===== config.mk =====
export PLATFORM = sky130hd
export DESIGN_NAME = clk_div_multi
export DESIGN_NICKNAME = d
export VERILOG_FILES = /design/src/rtl/clk_div_multi.sv
export SDC_FILE = /design/constraint.sdc
export NUM_CORES = 1
export LEC_CHECK = 0
export CAP_MARGIN = 20
export CORE_MARGIN = 2
export CORE_UTILIZATION = 47
export DETAILED_ROUTE_END_ITERATION = 7
export GPL_ROUTABILITY_DRIVEN = 0
export GPL_TIMING_DRIVEN = 0
export PLACE_DENSITY = 0.71
export REMOVE_ABC_BUFFERS = 1
export SLEW_MARGIN = 30
export SYNTH_ARGS = -nofsm -noshare
export SYNTH_HDL_FRONTEND = slang
export SYNTH_SLANG_ARGS = --single-unit
export TNS_END_PERCENT = 100

===== constraint.sdc =====
create_clock -name clk -period 4.35 [get_ports clk]
set_input_delay 0.87 -clock clk [delete_from_list [all_inputs] [get_ports clk]]
set_output_delay 0.87 -clock clk [all_outputs]
set_load 0.01 [all_outputs]

===== src/rtl/clk_div_multi.sv =====
// N-channel programmable clock/tick generator with per-channel period and high-time,
// shadowed configuration applied at period start, global enable and sync restart.
module clk_div_multi #(
  parameter int unsigned N_CH    = 2,
  parameter int unsigned CNT_W   = 16,
  parameter int unsigned CH_W    = 1,
  parameter int unsigned DEF_DIV = 49999,
  parameter int unsigned DEF_HI  = 25000
) (
  input  logic              clk,
  input  logic              rst_n,
  input  logic              en,
  input  logic              sync_rst,
  input  logic              cfg_wr,
  input  logic [CH_W-1:0]   ch_sel,
  input  logic [CNT_W-1:0]  div_val,
  input  logic [CNT_W-1:0]  hi_val,
  output logic [N_CH-1:0]   cfg_pend,
  output logic [N_CH-1:0]   clk_div,
  output logic [N_CH-1:0]   tick
);

  localparam logic [CNT_W-1:0] DEF_DIV_V = CNT_W'(DEF_DIV);
  localparam logic [CNT_W-1:0] DEF_HI_V  = CNT_W'(DEF_HI);

  logic [CNT_W-1:0] cnt    [N_CH];
  logic [CNT_W-1:0] per_r  [N_CH];
  logic [CNT_W-1:0] hi_r   [N_CH];
  logic [CNT_W-1:0] per_s  [N_CH];
  logic [CNT_W-1:0] hi_s   [N_CH];

  logic [CNT_W-1:0] cnt_nx [N_CH];
  logic [CNT_W-1:0] per_nx [N_CH];
  logic [CNT_W-1:0] hi_nx  [N_CH];
  logic [N_CH-1:0]  wr_hit;
  logic [N_CH-1:0]  wrap;

  // Next-state per channel; parking holds cnt at per_r so the first enabled edge wraps.
  always_comb begin
    for (int unsigned ch = 0; ch < N_CH; ch++) begin
      wr_hit[ch] = cfg_wr && (ch_sel == CH_W'(ch));
      wrap[ch]   = en && (sync_rst || (cnt[ch] == per_r[ch]));
      per_nx[ch] = per_r[ch];
      hi_nx[ch]  = hi_r[ch];
      cnt_nx[ch] = per_r[ch];
      if (en) begin
        if (wrap[ch]) begin
          cnt_nx[ch] = '0;
          if (wr_hit[ch]) begin
            per_nx[ch] = div_val;
            hi_nx[ch]  = hi_val;
          end else if (cfg_pend[ch]) begin
            per_nx[ch] = per_s[ch];
            hi_nx[ch]  = hi_s[ch];
          end
        end else begin
          cnt_nx[ch] = cnt[ch] + CNT_W'(1);
        end
      end
    end
  end

  // Registered counters, active/shadow config and outputs.
  always_ff @(posedge clk or negedge rst_n) begin
    if (!rst_n) begin
      for (int unsigned ch = 0; ch < N_CH; ch++) begin
        cnt[ch]   <= DEF_DIV_V;
        per_r[ch] <= DEF_DIV_V;
        hi_r[ch]  <= DEF_HI_V;
        per_s[ch] <= DEF_DIV_V;
        hi_s[ch]  <= DEF_HI_V;
      end
      cfg_pend <= '0;
      clk_div  <= '0;
      tick     <= '0;
    end else begin
      for (int unsigned ch = 0; ch < N_CH; ch++) begin
        cnt[ch]   <= cnt_nx[ch];
        per_r[ch] <= per_nx[ch];
        hi_r[ch]  <= hi_nx[ch];
        tick[ch]  <= wrap[ch];
        clk_div[ch] <= en && (cnt_nx[ch] < hi_nx[ch]);
        if (wr_hit[ch]) begin
          per_s[ch] <= div_val;
          hi_s[ch]  <= hi_val;
        end
        // A write landing on a wrap bypasses the shadow, so nothing is left pending.
        if (wrap[ch]) begin
          cfg_pend[ch] <= 1'b0;
        end else if (wr_hit[ch]) begin
          cfg_pend[ch] <= 1'b1;
        end
      end
    end
  end

endmodule


Word-level counts from Yosys, hierarchy flattened
Cells that the tools add are included.

Flip-flop bits (word level): 166. Latch bits: 0. Memory bits (writable): 0. Bits in read-only memories: 0. Input port bits: 38. Output and inout bits: 6. Word-level logic and storage cells: 55. Memories: 0.

$add $sub $neg: 2. $mul: 0. Divide/modulo/power cells: 0. $lt $le $gt $ge: 2. Equal/unequal tests: 2. Shift operators: 0. Mux-type cells: 20. Bitwise operators: 1. Reduce and logical (&&, ||, !) cells: 14.

Operators with widths (number): $mux W16 (16); $add A16 B1 Y16 const B (2); $eq A16 B16 Y1 (2); $lt A16 B16 Y1 (2); $reduce_bool A2 Y1 (4); $logic_and A1 B1 Y1 (6); $reduce_and A3 Y1 (2); $mux W1 (4); $logic_or A1 B1 Y1 (2); $not A1 Y1 (1).

Longest topological paths before layout
Gate-level depths: netlist of run 1.

Depth in word-level cells: 7. Depth in mapped cells: 16. Mapped depth without buffers: 14.

Least setup slack after synthesis of run 1
No wires, ideal clock.

Path kind: input-to-reg. From: input port ch_sel. To: register clk_div[1]. Library setup time: 64 ps. Arrival time: 3244 ps. Required time: 4286 ps. Path slack: 1042 ps. Cell stages on the path: 15. Buffers on the path: 4. Cell sequence: and2_1 > clkbuf_1 > o21ai_0 > or2_1 > buf_4 > buf_6 > buf_6 > a21oi_2 > ha_1 > and2_0 > a221oi_1 > o21ai_0 > a211o_1 > nor2_1 > a21o_1.

Cells in the longest elaborated chain, start to end: 6.

Ends and longest elaborated chain: start, declared (line 15) `input logic [CH_W-1:0] ch_sel,`; $logic_and A1 B1 Y1 (line 41) `wr_hit[ch] = cfg_wr && (ch_sel == CH_W'(ch));`; $mux W16 (line 49) `if (wr_hit[ch]) begin`; $mux W16 (line 47) `if (wrap[ch]) begin`; $mux W16 (line 46) `if (en) begin`; $lt A16 B16 Y1 (line 82) `clk_div[ch] <= en && (cnt_nx[ch] < hi_nx[ch]);`; $logic_and A1 B1 Y1 (line 82); end signal, assigned by index (line 82); end, declared (line 19) `output logic [N_CH-1:0] clk_div,`.

Every way passes these cells. A chain may end at the register's enable or synchronous reset.

Final worst setup path of run 1
From: register cnt[2] (netlist bit). To: register clk_div[1].

Cells in the longest elaborated chain, start to end: 7. Elaborated cells on any way between the ends: 10. Those cells by class: add/sub: 1; order compare: 1; eq/ne: 1; mux: 4; reduce/logical: 3.

Ends and longest elaborated chain: start, declared (line 26) `logic [CNT_W-1:0] cnt [N_CH];`; start signal, assigned by index (line 78) `cnt[ch] <= cnt_nx[ch];`; parallel branches: the longest is 5 deep, another holds $add A16 B1 Y16; $lt A16 B16 Y1 (*) (line 82); $logic_and A1 B1 Y1 (*) (line 82).

Every way passes the cells marked *.

==> flow_results.xml, run 1 <==
<?xml version="1.0" encoding="UTF-8"?>
<metrics>
  <group name="outcome">
    <metric name="status" unit="">finished, final reports clean</metric>
  </group>
  <group name="sta">
    <metric name="grt_setup_unrepaired" unit="">false</metric>
    <metric name="final-max-slew-violation-count" unit="">0</metric>
    <metric name="layout_setup_ws" unit="ns">0.265</metric>
    <metric name="clock_skews" unit="ns">0.00937</metric>
    <metric name="final.period_utilization" unit="%">93.9</metric>
    <metric name="maxSlewHeadroom" unit="%">48.5</metric>
    <metric name="timing.final.hold_violations" unit="">0</metric>
    <metric name="report.final.setup_viol" unit="">0</metric>
    <metric name="fmax" unit="GHz">0.245</metric>
    <metric name="worst_slew_pin_slew" unit="ns">0.770</metric>
    <metric name="finalSetupTns" unit="ns">0</metric>
    <metric name="finalWorstPathRequiredPeriod" unit="ns">4.09</metric>
  </group>
  <group name="worst_setup_path">
    <metric name="cp_data_arrival_time" unit="ns">4.44</metric>
    <metric name="reg2reg_depth" unit="">14</metric>
    <metric name="r2r-start" unit="">cnt[2]</metric>
    <metric name="worst_path_max_delay_cell" unit="">sky130_fd_sc_hd__dfstp_2</metric>
    <metric name="worst-r2r-setup-slack" unit="ns">0.26</metric>
    <metric name="critical_path.startpoint" unit="">cnt[2]</metric>
    <metric name="worst_path_largest_cell_delay" unit="ns">0.58</metric>
    <metric name="worstSetupPathType" unit="">reg2reg</metric>
    <metric name="critical_path.endpoint" unit="">clk_div[1]</metric>
    <metric name="path_cells" unit="">xor2_1 -&gt; nor4_1 -&gt; a41oi_2 -&gt; buf_6 -&gt; or2_4 -&gt; buf_12 -&gt; a21oi_2 -&gt; ha_1 -&gt; and2_0 -&gt; a221oi_1 -&gt; o21ai_0 -&gt; a211o_1 -&gt; nor2_1 -&gt; a21o_1</metric>
    <metric name="r2r_end" unit="">clk_div[1]</metric>
    <metric name="crit_path_end_kind" unit="">flip-flop</metric>
    <metric name="required" unit="ns">4.71</metric>
    <metric name="cp_launch_type" unit="">flip-flop</metric>
    <metric name="critical_path_peak_fanout" unit="">29</metric>
  </group>
  <group name="global_route">
    <metric name="maximum_number_of_pins_on_one_net_before_global_route_repair" unit="">87</metric>
    <metric name="grt_first_pass_wirelength" unit="um">30800</metric>
    <metric name="total_grt_usage" unit="%">21.6</metric>
    <metric name="grt_pass1_vias" unit="">5784</metric>
    <metric name="grt_antenna_before_repair" unit="">0</metric>
    <metric name="grt_remaining_overflow" unit="">0</metric>
  </group>
  <group name="power">
    <metric name="p_int" unit="uW">3400</metric>
    <metric name="netSwitchingPower" unit="uW">1520</metric>
    <metric name="p_per_area" unit="nW/um2">506</metric>
    <metric name="worst_ir_drop_vdd" unit="uV">328</metric>
    <metric name="share_seq_of_total_power" unit="%">45.6</metric>
    <metric name="p_comb_share" unit="%">23.7</metric>
    <metric name="pleak" unit="uW">0.00451</metric>
    <metric name="switching_share" unit="%">31.0</metric>
    <metric name="clkPwrFrac" unit="%">30.6</metric>
  </group>
  <group name="detailed_routing">
    <metric name="finalWirelength" unit="um">18900</metric>
    <metric name="first_iter_violations" unit="">480</metric>
    <metric name="dr_total_vias" unit="">5955</metric>
    <metric name="routed_via_density" unit="">5.34</metric>
    <metric name="antenna_left" unit="">0</metric>
    <metric name="firstDrtPassIters" unit="">6</metric>
    <metric name="routed_wire_length_per_instance" unit="um">17.0</metric>
    <metric name="detail_route.drc_violations" unit="">0</metric>
  </group>
  <group name="clocking">
    <metric name="clk_pin_slew_worst_paths" unit="ns">0.07</metric>
    <metric name="cts_max_path_buffers" unit="">2</metric>
    <metric name="tritoncts_clock_tree" unit="">built</metric>
    <metric name="number_of_buffers_created_by_cts" unit="">17</metric>
    <metric name="ctsHtreeMaxLevel" unit="">4</metric>
    <metric name="tritoncts_num_sinks" unit="">166</metric>
    <metric name="clock-root-buffer" unit="">sky130_fd_sc_hd__clkbuf_16</metric>
    <metric name="clkLatencyLatePin" unit="ns">0.43</metric>
  </group>
  <group name="final_layout">
    <metric name="layout.filler_cells" unit="">1512</metric>
    <metric name="area.sequential" unit="um2">4250</metric>
    <metric name="final_cell_count_no_fill" unit="">1116</metric>
    <metric name="num-nets-final" unit="">948</metric>
    <metric name="antenna_cells_inserted" unit="">0</metric>
    <metric name="postLayoutCoreUtil" unit="%">55.9</metric>
    <metric name="drive_gt1_share" unit="%">17.8</metric>
    <metric name="multi_input_area" unit="um2">3870</metric>
    <metric name="area_overhead_vs_synth" unit="%">15.5</metric>
  </group>
  <group name="synthesis">
    <metric name="post_synth_xor_area_fraction" unit="%">6.24</metric>
    <metric name="synth_top_cell_area_share" unit="%">26.1</metric>
    <metric name="synth_compound_area_share" unit="%">9.60</metric>
    <metric name="syn_avg_cell_area" unit="um2">9.96</metric>
    <metric name="synth_top_family_by_area" unit="">simple AND/OR/NAND/NOR gates</metric>
    <metric name="synth_simple_gate_area_share" unit="%">16.9</metric>
    <metric name="synth.yosys.warnings" unit="">0</metric>
    <metric name="synth.area.mux_share" unit="%">7.98</metric>
    <metric name="synth.largest_area_cell" unit="">sky130_fd_sc_hd__dfrtp_1</metric>
    <metric name="synth.ff_latch_count" unit="">166</metric>
    <metric name="synth.lib_cells_used.distinct" unit="">51</metric>
    <metric name="synth_seq_area_share" unit="%">50.5</metric>
    <metric name="ys_top_cells_by_area" unit="">sky130_fd_sc_hd__dfrtp_1, sky130_fd_sc_hd__dfstp_2, sky130_fd_sc_hd__nand2_1</metric>
    <metric name="mappedNetlistArea" unit="um2">8420</metric>
    <metric name="synth_cells" unit="">846</metric>
    <metric name="synth_top_flop_cell" unit="">sky130_fd_sc_hd__dfrtp_1</metric>
    <metric name="synth_edf_count" unit="">0</metric>
    <metric name="adder_and_majority_gate_portion_of_the_synthesized_area" unit="%">4.75</metric>
    <metric name="synth-async-reset-ratio" unit="%">100</metric>
  </group>
  <group name="floorplanning">
    <metric name="fp.dieW" unit="um">138</metric>
    <metric name="num_rows" unit="">48</metric>
    <metric name="start_util" unit="%">48.4</metric>
    <metric name="dieArea" unit="um2">19000</metric>
    <metric name="floorplan.io_pins" unit="">44</metric>
    <metric name="design.core.area" unit="um2">17400</metric>
    <metric name="dieHeight" unit="um">138</metric>
  </group>
  <group name="placed_design">
    <metric name="dp.final_hpwl" unit="um">12900</metric>
    <metric name="detailedPlace.worstSlack" unit="ns">-0.249</metric>
    <metric name="io_buffer_count" unit="">43</metric>
    <metric name="placedCellCount" unit="">1078</metric>
  </group>
  <group name="min_path">
    <metric name="hold_path_class" unit="">in2async</metric>
  </group>
  <group name="run">
    <metric name="maxCapViolCount" unit="">0</metric>
  </group>
</metrics>
[worst min path at each step]
stage,startpoint,to,slack [ns],depth (start not counted)
after global placement,hi_s[13],hi_s[13],0.45,2
after detailed placement,hi_s[13],hi_s[13],0.45,2
after global routing,hi_s[5],hi_s[5],0.47,2
after floorplan,per_s[4],per_s[4],0.43,2
final,rst_n,hi_r[12],0.45,1
after CTS,rst_n,hi_s[12],0.45,1
[power by group through the flow]
stage	clock network (uW)	logic [uW]	registers, uW
4_1_cts	1540	1170	2240
6_report	1510	1170	2250
5_1_grt	1610	1320	2290
3_3_place_gp	0	1100	2250
2_1_floorplan	0	815	2190
3_5_place_dp	0	1150	2260
[metal layers]
metal  wire (um)  track usage [%]
met5           0                0
met4         193             4.82
met3         773             4.61
met2        8320             32.0
met1        9650             32.5
[kinds of logic (layout without fill, tap and decap cells)]
kind of cell | count (synthesis) | after routing
simple gates | 327 | 328
buf+inv | 78 | 122
compound gates | 125 | 125
mux | 58 | 58
xor+xnor | 60 | 60
fa+ha+maj | 32 | 32
flops | 166 | 166
[placed cells by master, fill, tap and decap left out, drive strengths merged, types with 4 or more instances in the layout]
| cell type | count |
|---|---|
| nand2 | 214 |
| dfrtp | 88 |
| dfstp | 78 |
| mux2 | 46 |
| nand3 | 45 |
| clkdlybuf4s50 | 41 |
| inv | 40 |
| a21oi | 37 |
| o21ai | 35 |
| ha | 32 |
| xor2 | 31 |
| xnor2 | 29 |
| a21o | 22 |
| nor2 | 21 |
| clkbuf | 18 |
| nand4 | 13 |
| o22ai | 13 |
| buf | 13 |
| mux2i | 12 |
| and3 | 10 |
| nor4 | 7 |
| nor2b | 5 |
| clkinv | 5 |
| o21a | 4 |
| nand2b | 4 |
[stage by stage]
step	area [um2]	power, uW	hold slack [ns]
floorplan	8220	3010	0.434
finish	9730	4920	0.446
global placement	8930	3350	0.447
CTS	9690	4950	0.450
detailed placement	9090	3410	0.449
global route	9730	5220	0.474
[cells in the mapped netlist (7+ instances only)]
master,number
sky130_fd_sc_hd__xor2_1,31
sky130_fd_sc_hd__dfstp_2,78
sky130_fd_sc_hd__nand4_1,13
sky130_fd_sc_hd__dfrtp_1,88
sky130_fd_sc_hd__ha_1,32
sky130_fd_sc_hd__o21ai_0,30
sky130_fd_sc_hd__xnor2_1,29
sky130_fd_sc_hd__and3_1,10
sky130_fd_sc_hd__a21oi_1,27
sky130_fd_sc_hd__a21o_1,22
sky130_fd_sc_hd__buf_1,8
sky130_fd_sc_hd__nand2_1,214
sky130_fd_sc_hd__mux2_1,33
sky130_fd_sc_hd__a21oi_2,10
sky130_fd_sc_hd__o22ai_1,13
sky130_fd_sc_hd__mux2i_1,12
sky130_fd_sc_hd__nand3_1,45
sky130_fd_sc_hd__mux2_4,9
sky130_fd_sc_hd__nor4_1,7
sky130_fd_sc_hd__nor2_1,19
sky130_fd_sc_hd__inv_1,34
sky130_fd_sc_hd__clkbuf_1,24
[critical path, delay by kind of cell (launching register included)]
kind	cells	cell delay, ns
AND/OR/NAND/NOR	4	1.15
AO/OA/AOI/OAI	6	1.43
buffers and inverters	2	0.49
XOR/XNOR	1	0.08
adder cells (fa/ha/maj)	1	0.27
flip-flops	1	0.58
[what timing repair did]
| action | in CTS | in global routing |
|---|---|---|
| pin swaps | 1 | 1 |
| hold endpoints to repair | 0 | 0 |
| gates resized for setup | 0 | 2 |
| endpoints found under the setup margin | 1 | 2 |
| hold buffers | 0 | 0 |
| buffers inserted | 0 | 5 |
| gates cloned | 1 | 0 |
[state kept, by name, indices dropped and copies added (netlist names)]
register / count
cfg_pend: 2
hi_s: 32
tick: 2
hi_r: 32
per_r: 32
cnt: 32
clk_div: 2
per_s: 32
[area by class of cell]
class | instances | share of cell area (%)
Sequential cell | 166 | 43.7
Multi-Input combinational cell | 603 | 39.8
Timing Repair Buffer | 54 | 6.21
Clock buffer | 18 | 4.51
Tap cell | 225 | 2.89
Clock inverter | 14 | 1.54
Inverter | 36 | 1.39
No activity file was read; power rests on OpenSTA's default activity.
==> run 2, diff against run 1 <==
Settings changed: ABC_AREA from default to 1, REMOVE_ABC_BUFFERS 1 to default.
==> run 2 against run 1 <==
  * Combinational power decreased by 8%
  * Synthesized cell count rose by 20%
  * Critical endpoint is now clk_div[0]
  * Global-route usage up 0.86 points
  * Sequential share of layout area up 0.26 points
  * Sequential cell count unchanged
  * Synthesized area down 1.1%
  * Worst setup slack gained 0.51 ns
  * Critical path depth fell by 3
==> flow_results.xml, run 2 <==
<?xml version="1.0" encoding="UTF-8"?>
<metrics>
  <group name="outcome">
    <metric name="status" unit="">finished, final reports clean</metric>
  </group>
  <group name="synthesis">
    <metric name="synth.lib_cells_used.distinct" unit="">34</metric>
    <metric name="synth_cells" unit="">1011</metric>
    <metric name="synth_top_cell_area_share" unit="%">26.4</metric>
    <metric name="syn_avg_cell_area" unit="um2">8.24</metric>
    <metric name="synth_seq_area_share" unit="%">51.0</metric>
    <metric name="synth_top_flop_cell" unit="">sky130_fd_sc_hd__dfrtp_1</metric>
    <metric name="synth_edf_count" unit="">0</metric>
    <metric name="synth.yosys.warnings" unit="">0</metric>
    <metric name="mappedNetlistArea" unit="um2">8330</metric>
    <metric name="synth-async-reset-ratio" unit="%">100</metric>
    <metric name="synth_common_cells" unit="">sky130_fd_sc_hd__nand2_1, sky130_fd_sc_hd__inv_1, sky130_fd_sc_hd__o21ai_0, sky130_fd_sc_hd__dfrtp_1, sky130_fd_sc_hd__dfstp_2</metric>
    <metric name="ys_top_cells_by_area" unit="">sky130_fd_sc_hd__dfrtp_1, sky130_fd_sc_hd__dfstp_2, sky130_fd_sc_hd__nand2_1</metric>
    <metric name="synth.largest_area_cell" unit="">sky130_fd_sc_hd__dfrtp_1</metric>
    <metric name="synth.ff_latch_count" unit="">166</metric>
    <metric name="cell_with_the_most_instances_after_synthesis" unit="">sky130_fd_sc_hd__nand2_1</metric>
    <metric name="syn-num-nets" unit="">1081</metric>
  </group>
  <group name="detailed_routing">
    <metric name="finalWirelength" unit="um">19600</metric>
    <metric name="dr_total_vias" unit="">6587</metric>
    <metric name="route.met2.wl" unit="um">9500</metric>
    <metric name="firstDrtPassIters" unit="">5</metric>
    <metric name="met3RoutedLength" unit="um">667</metric>
    <metric name="routed_wire_length_per_instance" unit="um">15.0</metric>
    <metric name="routed_via_density" unit="">5.02</metric>
    <metric name="detail_route.drc_violations" unit="">0</metric>
    <metric name="first_iter_violations" unit="">464</metric>
    <metric name="met1Wirelength" unit="um">8940</metric>
    <metric name="routed.top_layer" unit="">met4</metric>
    <metric name="antenna_left" unit="">0</metric>
  </group>
  <group name="sta">
    <metric name="clock_skews" unit="ns">0.00782</metric>
    <metric name="grt_setup_unrepaired" unit="">false</metric>
    <metric name="report.final.setup_viol" unit="">0</metric>
    <metric name="worst_slew_pin_slew" unit="ns">0.715</metric>
    <metric name="finalWorstPathRequiredPeriod" unit="ns">3.57</metric>
    <metric name="timing.final.hold_violations" unit="">0</metric>
    <metric name="final-max-slew-violation-count" unit="">0</metric>
    <metric name="final.period_utilization" unit="%">82.2</metric>
    <metric name="fmax" unit="GHz">0.280</metric>
    <metric name="maxSlewHeadroom" unit="%">52.3</metric>
  </group>
  <group name="clocking">
    <metric name="tritoncts_num_sinks" unit="">166</metric>
    <metric name="clkLatencyLatePin" unit="ns">0.44</metric>
    <metric name="clk_pin_slew_worst_paths" unit="ns">0.07</metric>
    <metric name="post_cts_resize_count" unit="">0</metric>
    <metric name="clock-root-buffer" unit="">sky130_fd_sc_hd__clkbuf_16</metric>
    <metric name="number_of_buffers_created_by_cts" unit="">17</metric>
    <metric name="tritoncts_clock_tree" unit="">built</metric>
    <metric name="postCtsHoldBufs" unit="">0</metric>
    <metric name="ctsHtreeMaxLevel" unit="">4</metric>
    <metric name="post_cts.repair.setup_buffers" unit="">0</metric>
    <metric name="cts_max_path_buffers" unit="">2</metric>
  </group>
  <group name="floorplanning">
    <metric name="floorplan.io_pins" unit="">44</metric>
    <metric name="num_rows" unit="">48</metric>
    <metric name="dieArea" unit="um2">18800</metric>
    <metric name="design.core.area" unit="um2">17300</metric>
    <metric name="dieHeight" unit="um">137</metric>
    <metric name="fp.dieW" unit="um">137</metric>
    <metric name="start_util" unit="%">48.2</metric>
  </group>
  <group name="run">
    <metric name="maxCapViolCount" unit="">0</metric>
  </group>
  <group name="placed_design">
    <metric name="postPlaceCellArea" unit="um2">9080</metric>
    <metric name="dp.final_hpwl" unit="um">14700</metric>
    <metric name="io_buffer_count" unit="">43</metric>
  </group>
  <group name="global_route">
    <metric name="maximum_number_of_pins_on_one_net_before_global_route_repair" unit="">88</metric>
    <metric name="grt_antenna_before_repair" unit="">0</metric>
    <metric name="grt_pass1_vias" unit="">6413</metric>
    <metric name="grt_first_pass_wirelength" unit="um">32100</metric>
    <metric name="total_grt_usage" unit="%">22.4</metric>
    <metric name="grt_remaining_overflow" unit="">0</metric>
  </group>
  <group name="power">
    <metric name="pleak" unit="uW">0.00458</metric>
    <metric name="share_seq_of_total_power" unit="%">44.2</metric>
    <metric name="power" unit="uW">4670</metric>
    <metric name="p_int" unit="uW">3190</metric>
    <metric name="p_per_area" unit="nW/um2">483</metric>
    <metric name="clkPwrFrac" unit="%">32.6</metric>
    <metric name="worst_ir_drop_vdd" unit="uV">317</metric>
    <metric name="switching_share" unit="%">31.8</metric>
    <metric name="p_comb_share" unit="%">23.2</metric>
    <metric name="netSwitchingPower" unit="uW">1490</metric>
  </group>
  <group name="final_layout">
    <metric name="mostFrequentLayoutCells" unit="">sky130_fd_sc_hd__nand2_1, sky130_fd_sc_hd__inv_1, sky130_fd_sc_hd__o21ai_0</metric>
    <metric name="layout.filler_cells" unit="">1545</metric>
    <metric name="mostFrequentLayoutCell" unit="">sky130_fd_sc_hd__nand2_1</metric>
    <metric name="num-nets-final" unit="">1144</metric>
    <metric name="final_design_area_excluding_fillers" unit="um2">9670</metric>
    <metric name="drive_gt1_share" unit="%">14.4</metric>
    <metric name="antenna_cells_inserted" unit="">0</metric>
    <metric name="area_overhead_vs_synth" unit="%">16.1</metric>
  </group>
  <group name="worst_setup_path">
    <metric name="crit_path_end_kind" unit="">flip-flop</metric>
    <metric name="worst_path_largest_cell_delay" unit="ns">0.63</metric>
    <metric name="cp_data_arrival_time" unit="ns">3.93</metric>
    <metric name="required" unit="ns">4.71</metric>
    <metric name="worst_path_max_delay_cell" unit="">sky130_fd_sc_hd__clkdlybuf4s50_1</metric>
    <metric name="worstSetupPathType" unit="">in2reg</metric>
    <metric name="path_cells" unit="">clkdlybuf4s50_1 -&gt; clkbuf_1 -&gt; nand3_1 -&gt; clkbuf_1 -&gt; o22ai_1 -&gt; ha_1 -&gt; a21oi_1 -&gt; nor2_1 -&gt; a211oi_1 -&gt; o221ai_1 -&gt; a21oi_1</metric>
    <metric name="cp_launch_type" unit="">input pin</metric>
    <metric name="critical_path_peak_fanout" unit="">10</metric>
    <metric name="worst-r2r-setup-slack" unit="ns">1.19</metric>
  </group>
  <group name="min_path">
    <metric name="hold_path_class" unit="">in2async</metric>
  </group>
</metrics>
-- run 2: cell count changes in the layout (fill, tap and decap cells not counted), moves of 21 or more --
cell / delta
sky130_fd_sc_hd__inv_1: +131
sky130_fd_sc_hd__nand2_1: +91
sky130_fd_sc_hd__o21ai_0: +77
sky130_fd_sc_hd__nor2_1: +36
sky130_fd_sc_hd__mux2_1: -33
sky130_fd_sc_hd__xnor2_1: -27
sky130_fd_sc_hd__nand3_1: -24
sky130_fd_sc_hd__a21o_1: -22
sky130_fd_sc_hd__clkbuf_1: +21
-- run 2: cell families after synthesis --
family | count (synthesis) | share of synthesized area [%]
buffers and inverters | 203 | 9.59
DFF | 166 | 51.0
muxes | 1 | 0.120
AOI/OAI and AO/OA | 185 | 12.6
adders and majority gates | 32 | 4.80
xor gates and xnor gates | 18 | 1.89
and+or+nand+nor | 406 | 19.9
-- run 2: path summary, 6_finish.rpt --
path                       startpoint    endpoint  cells past startpoint
hold reg to reg               hi_s[1]     hi_s[1]                      2
hold / removal                  rst_n    hi_s[26]                      1
min in group clk              hi_s[1]     hi_s[1]                      2
max in group asynchronous       rst_n      cnt[8]                      2
setup reg to reg               cnt[6]  clk_div[1]                     16
setup / recovery                   en  clk_div[0]                     11
-- run 2: power groups by stage --
| stage | sequential [uW] | combinational (uW) | clock (uW) |
|---|---|---|---|
| 6_report | 2070 | 1080 | 1520 |
| 5_1_grt | 2100 | 1260 | 1610 |
| 4_1_cts | 2070 | 1090 | 1550 |
| 3_5_place_dp | 2090 | 1080 | 0 |
| 3_3_place_gp | 2090 | 1040 | 0 |
| 2_1_floorplan | 2060 | 770 | 0 |
-- run 2: final cells by class --
cell class / count / area [um2] / area share, %
Inverter: 171 / 642 / 6.64
Sequential cell: 166 / 4250 / 44.0
Timing Repair Buffer: 44 / 463 / 4.79
Buffer: 32 / 158 / 1.63
Clock buffer: 17 / 425 / 4.40
Multi-Input combinational cell: 642 / 3280 / 33.9
Tap cell: 225 / 282 / 2.91
Clock inverter: 15 / 169 / 1.75
-- run 2: layer usage --
| metal | GRT usage [%] | vias to the layer above |
|---|---|---|
| met5 | 0 | - |
| met4 | 8.36 | 0 |
| met3 | 4.93 | 35 |
| met2 | 36.3 | 114 |
| met1 | 29.6 | 3116 |
| li1 | - | 3322 |
-- run 2: critical path: cells and delay by family --
kind | cells | cell delay [ns]
buffers and inverters | 3 | 1.40
AO/OA/AOI/OAI | 5 | 0.96
AND/OR/NAND/NOR | 2 | 0.37
adder cells (fa/ha/maj) | 1 | 0.32
-- run 2: per-stage QoR --
stage / TNS [ns] / std cells / hold slack [ns] / utilization [%] / setup slack, ns
3_3_place_gp: -536.06 / 1279 / 0.455 / 52.3 / -4.22
2_1_floorplan: 0 / 1011 / 0.437 / - / 1.61
5_1_grt: 0 / 1312 / 0.447 / 55.9 / 0.451
6_report: 0 / 1312 / 0.403 / 55.9 / 0.776
3_5_place_dp: 0 / 1280 / 0.461 / 52.5 / 0.295
4_1_cts: 0 / 1312 / 0.437 / 55.9 / 0.748
==> run 3, diff against run 2 <==
Clock period 4.35 ns to 3.42 ns, I/O delays scaled along.
==> run 3 against run 2 <==
  * Highest routed layer unchanged
  * Global-route usage stayed put
  * Worst setup slack worse by 0.51 ns
  * Utilization hardly changed
  * Register-to-register slack worse by 0.93 ns
  * Cell count stayed put
  * Sequential cell count stayed put
==> flow_results.xml, run 3 (synthesis gave the netlist of run 2 again) <==
<?xml version="1.0" encoding="UTF-8"?>
<metrics>
  <group name="placed_design">
    <metric name="io_buffer_count" unit="">43</metric>
    <metric name="detailedPlace.worstSlack" unit="ns">-0.449</metric>
    <metric name="dp.final_hpwl" unit="um">14700</metric>
  </group>
  <group name="sta">
    <metric name="final.period_utilization" unit="%">92.3</metric>
    <metric name="maxSlewHeadroom" unit="%">52.3</metric>
    <metric name="finalWorstPathRequiredPeriod" unit="ns">3.16</metric>
    <metric name="clock_skews" unit="ns">0.00710</metric>
    <metric name="fmax" unit="GHz">0.317</metric>
    <metric name="report.final.setup_viol" unit="">0</metric>
    <metric name="worst_slew_pin_slew" unit="ns">0.715</metric>
    <metric name="timing.final.hold_violations" unit="">0</metric>
    <metric name="layout_setup_ws" unit="ns">0.263</metric>
    <metric name="final-max-slew-violation-count" unit="">0</metric>
    <metric name="grt_setup_unrepaired" unit="">false</metric>
  </group>
  <group name="clocking">
    <metric name="number_of_buffers_created_by_cts" unit="">17</metric>
    <metric name="post_cts.repair.setup_buffers" unit="">0</metric>
    <metric name="clock-root-buffer" unit="">sky130_fd_sc_hd__clkbuf_16</metric>
    <metric name="clkLatencyLatePin" unit="ns">0.44</metric>
    <metric name="postCtsHoldBufs" unit="">0</metric>
    <metric name="tritoncts_clock_tree" unit="">built</metric>
    <metric name="cts_max_path_buffers" unit="">2</metric>
    <metric name="ctsHtreeMaxLevel" unit="">4</metric>
    <metric name="clk_pin_slew_worst_paths" unit="ns">0.07</metric>
    <metric name="tritoncts_num_sinks" unit="">166</metric>
  </group>
  <group name="power">
    <metric name="power" unit="uW">5940</metric>
    <metric name="worst_ir_drop_vdd" unit="uV">401</metric>
    <metric name="pleak" unit="uW">0.00459</metric>
    <metric name="p_per_area" unit="nW/um2">614</metric>
  </group>
  <group name="global_route">
    <metric name="grt_antenna_before_repair" unit="">0</metric>
    <metric name="maximum_number_of_pins_on_one_net_before_global_route_repair" unit="">88</metric>
    <metric name="grt_remaining_overflow" unit="">0</metric>
    <metric name="total_grt_usage" unit="%">22.4</metric>
    <metric name="grt_first_pass_wirelength" unit="um">32100</metric>
    <metric name="grt_pass1_vias" unit="">6413</metric>
  </group>
  <group name="final_layout">
    <metric name="drive_gt1_share" unit="%">14.5</metric>
    <metric name="mostFrequentLayoutCells" unit="">sky130_fd_sc_hd__nand2_1, sky130_fd_sc_hd__inv_1, sky130_fd_sc_hd__o21ai_0</metric>
    <metric name="num-nets-final" unit="">1144</metric>
    <metric name="antenna_cells_inserted" unit="">0</metric>
    <metric name="layout.filler_cells" unit="">1546</metric>
    <metric name="mostFrequentLayoutCell" unit="">sky130_fd_sc_hd__nand2_1</metric>
    <metric name="area_overhead_vs_synth" unit="%">16.1</metric>
  </group>
  <group name="worst_setup_path">
    <metric name="crit_path_end_kind" unit="">flip-flop</metric>
    <metric name="crit_top_cell" unit="">sky130_fd_sc_hd__nand2_1</metric>
    <metric name="cp_launch_type" unit="">flip-flop</metric>
    <metric name="worst_path_max_delay_cell" unit="">sky130_fd_sc_hd__dfstp_2</metric>
    <metric name="worst_path_largest_cell_delay" unit="ns">0.56</metric>
    <metric name="worstSetupPathType" unit="">reg2reg</metric>
    <metric name="cp_data_arrival_time" unit="ns">3.52</metric>
    <metric name="path_cells" unit="">inv_1 -&gt; nand2_1 -&gt; nand2_1 -&gt; nor2_1 -&gt; nand2_1 -&gt; nor2_1 -&gt; nand2_1 -&gt; nand3_1 -&gt; clkbuf_1 -&gt; o22ai_1 -&gt; ha_1 -&gt; nand2_1 -&gt; nor2_1 -&gt; a211oi_1 -&gt; o221ai_1 -&gt; a21oi_1</metric>
    <metric name="required" unit="ns">3.78</metric>
    <metric name="critical_path_peak_fanout" unit="">10</metric>
  </group>
  <group name="floorplanning">
    <metric name="dieArea" unit="um2">18800</metric>
    <metric name="start_util" unit="%">48.2</metric>
    <metric name="dieHeight" unit="um">137</metric>
    <metric name="floorplan.io_pins" unit="">44</metric>
    <metric name="num_rows" unit="">48</metric>
    <metric name="design.core.area" unit="um2">17300</metric>
    <metric name="fp.dieW" unit="um">137</metric>
  </group>
  <group name="detailed_routing">
    <metric name="dr_total_vias" unit="">6528</metric>
    <metric name="finalWirelength" unit="um">19600</metric>
    <metric name="routed_wire_length_per_instance" unit="um">14.9</metric>
    <metric name="routed_via_density" unit="">4.98</metric>
    <metric name="detail_route.drc_violations" unit="">0</metric>
    <metric name="first_iter_violations" unit="">481</metric>
    <metric name="firstDrtPassIters" unit="">5</metric>
    <metric name="antenna_left" unit="">0</metric>
  </group>
  <group name="outcome">
    <metric name="status" unit="">finished, final reports clean</metric>
  </group>
  <group name="min_path">
    <metric name="hold_path_class" unit="">in2async</metric>
  </group>
  <group name="run">
    <metric name="maxCapViolCount" unit="">0</metric>
  </group>
</metrics>
run 3: changes by cell type in the layout (fill, tap and decap cells not counted):
| cell | change |
|---|---|
| sky130_fd_sc_hd__clkbuf_1 | -2 |
| sky130_fd_sc_hd__clkbuf_2 | +2 |
run 3: worst paths after layout:
| check | slack, ns | cells after the start | end | startpoint |
|---|---|---|---|---|
| worst min register to register | 0.48 | 2 | hi_s[0] | hi_s[0] |
| worst max-delay path | 0.26 | 16 | clk_div[1] | cnt[9] |
| min in group clk | 0.48 | 2 | hi_s[0] | hi_s[0] |
| max in group asynchronous | 2.34 | 2 | per_r[14] | rst_n |
| worst max register to register | 0.26 | 16 | clk_div[1] | cnt[9] |
| worst min-delay path | 0.23 | 1 | hi_r[25] | rst_n |
run 3: area by class of cell:
class	instances	area, um2	share of cell area (%)
Inverter	171	642	6.63
Multi-Input combinational cell	642	3280	33.9
Clock inverter	15	169	1.75
Buffer	32	160	1.66
Timing Repair Buffer	44	463	4.78
Tap cell	225	282	2.91
Clock buffer	17	425	4.40
Sequential cell	166	4250	43.9
run 3: critical path: cells and delay by family (launching register included):
kind,cells,cell delay (ns)
simple gates,9,0.85
compound gates,4,0.76
flops,1,0.56
buf+inv,2,0.54
fa+ha+maj,1,0.38
run 3: repair_timing:
| action | in CTS | in global routing |
|---|---|---|
| endpoints found under the hold margin | 0 | 0 |
| setup endpoints to repair | 0 | 2 |
| resized for setup | 0 | 4 |
run 3: metal layers:
layer / up-vias / global-route usage, % / routed length, um
met5: - / 0 / 0
met4: 0 / 8.36 / 520
met3: 31 / 4.93 / 554
met2: 98 / 36.3 / 9480
met1: 3077 / 29.6 / 9040
li1: 3322 / - / -
run 3: metrics by stage:
stage               TNS [ns]  instance area (um2)  cells  utilization, %  hold WS (ns)
floorplan                  0                 8330   1011               -         0.388
global placement     -660.40                 9050   1279            52.3         0.455
detailed placement    -0.812                 9080   1280            52.5         0.461
CTS                        0                 9670   1312            55.9         0.251
global route               0                 9680   1312            55.9         0.261
finish                     0                 9680   1312            55.9         0.227
run 3: power by group:
part / internal [uW] / switching, uW
clock: 1090 / 842
sequential: 2440 / 188
combinational: 520 / 858
total: 4050 / 1890
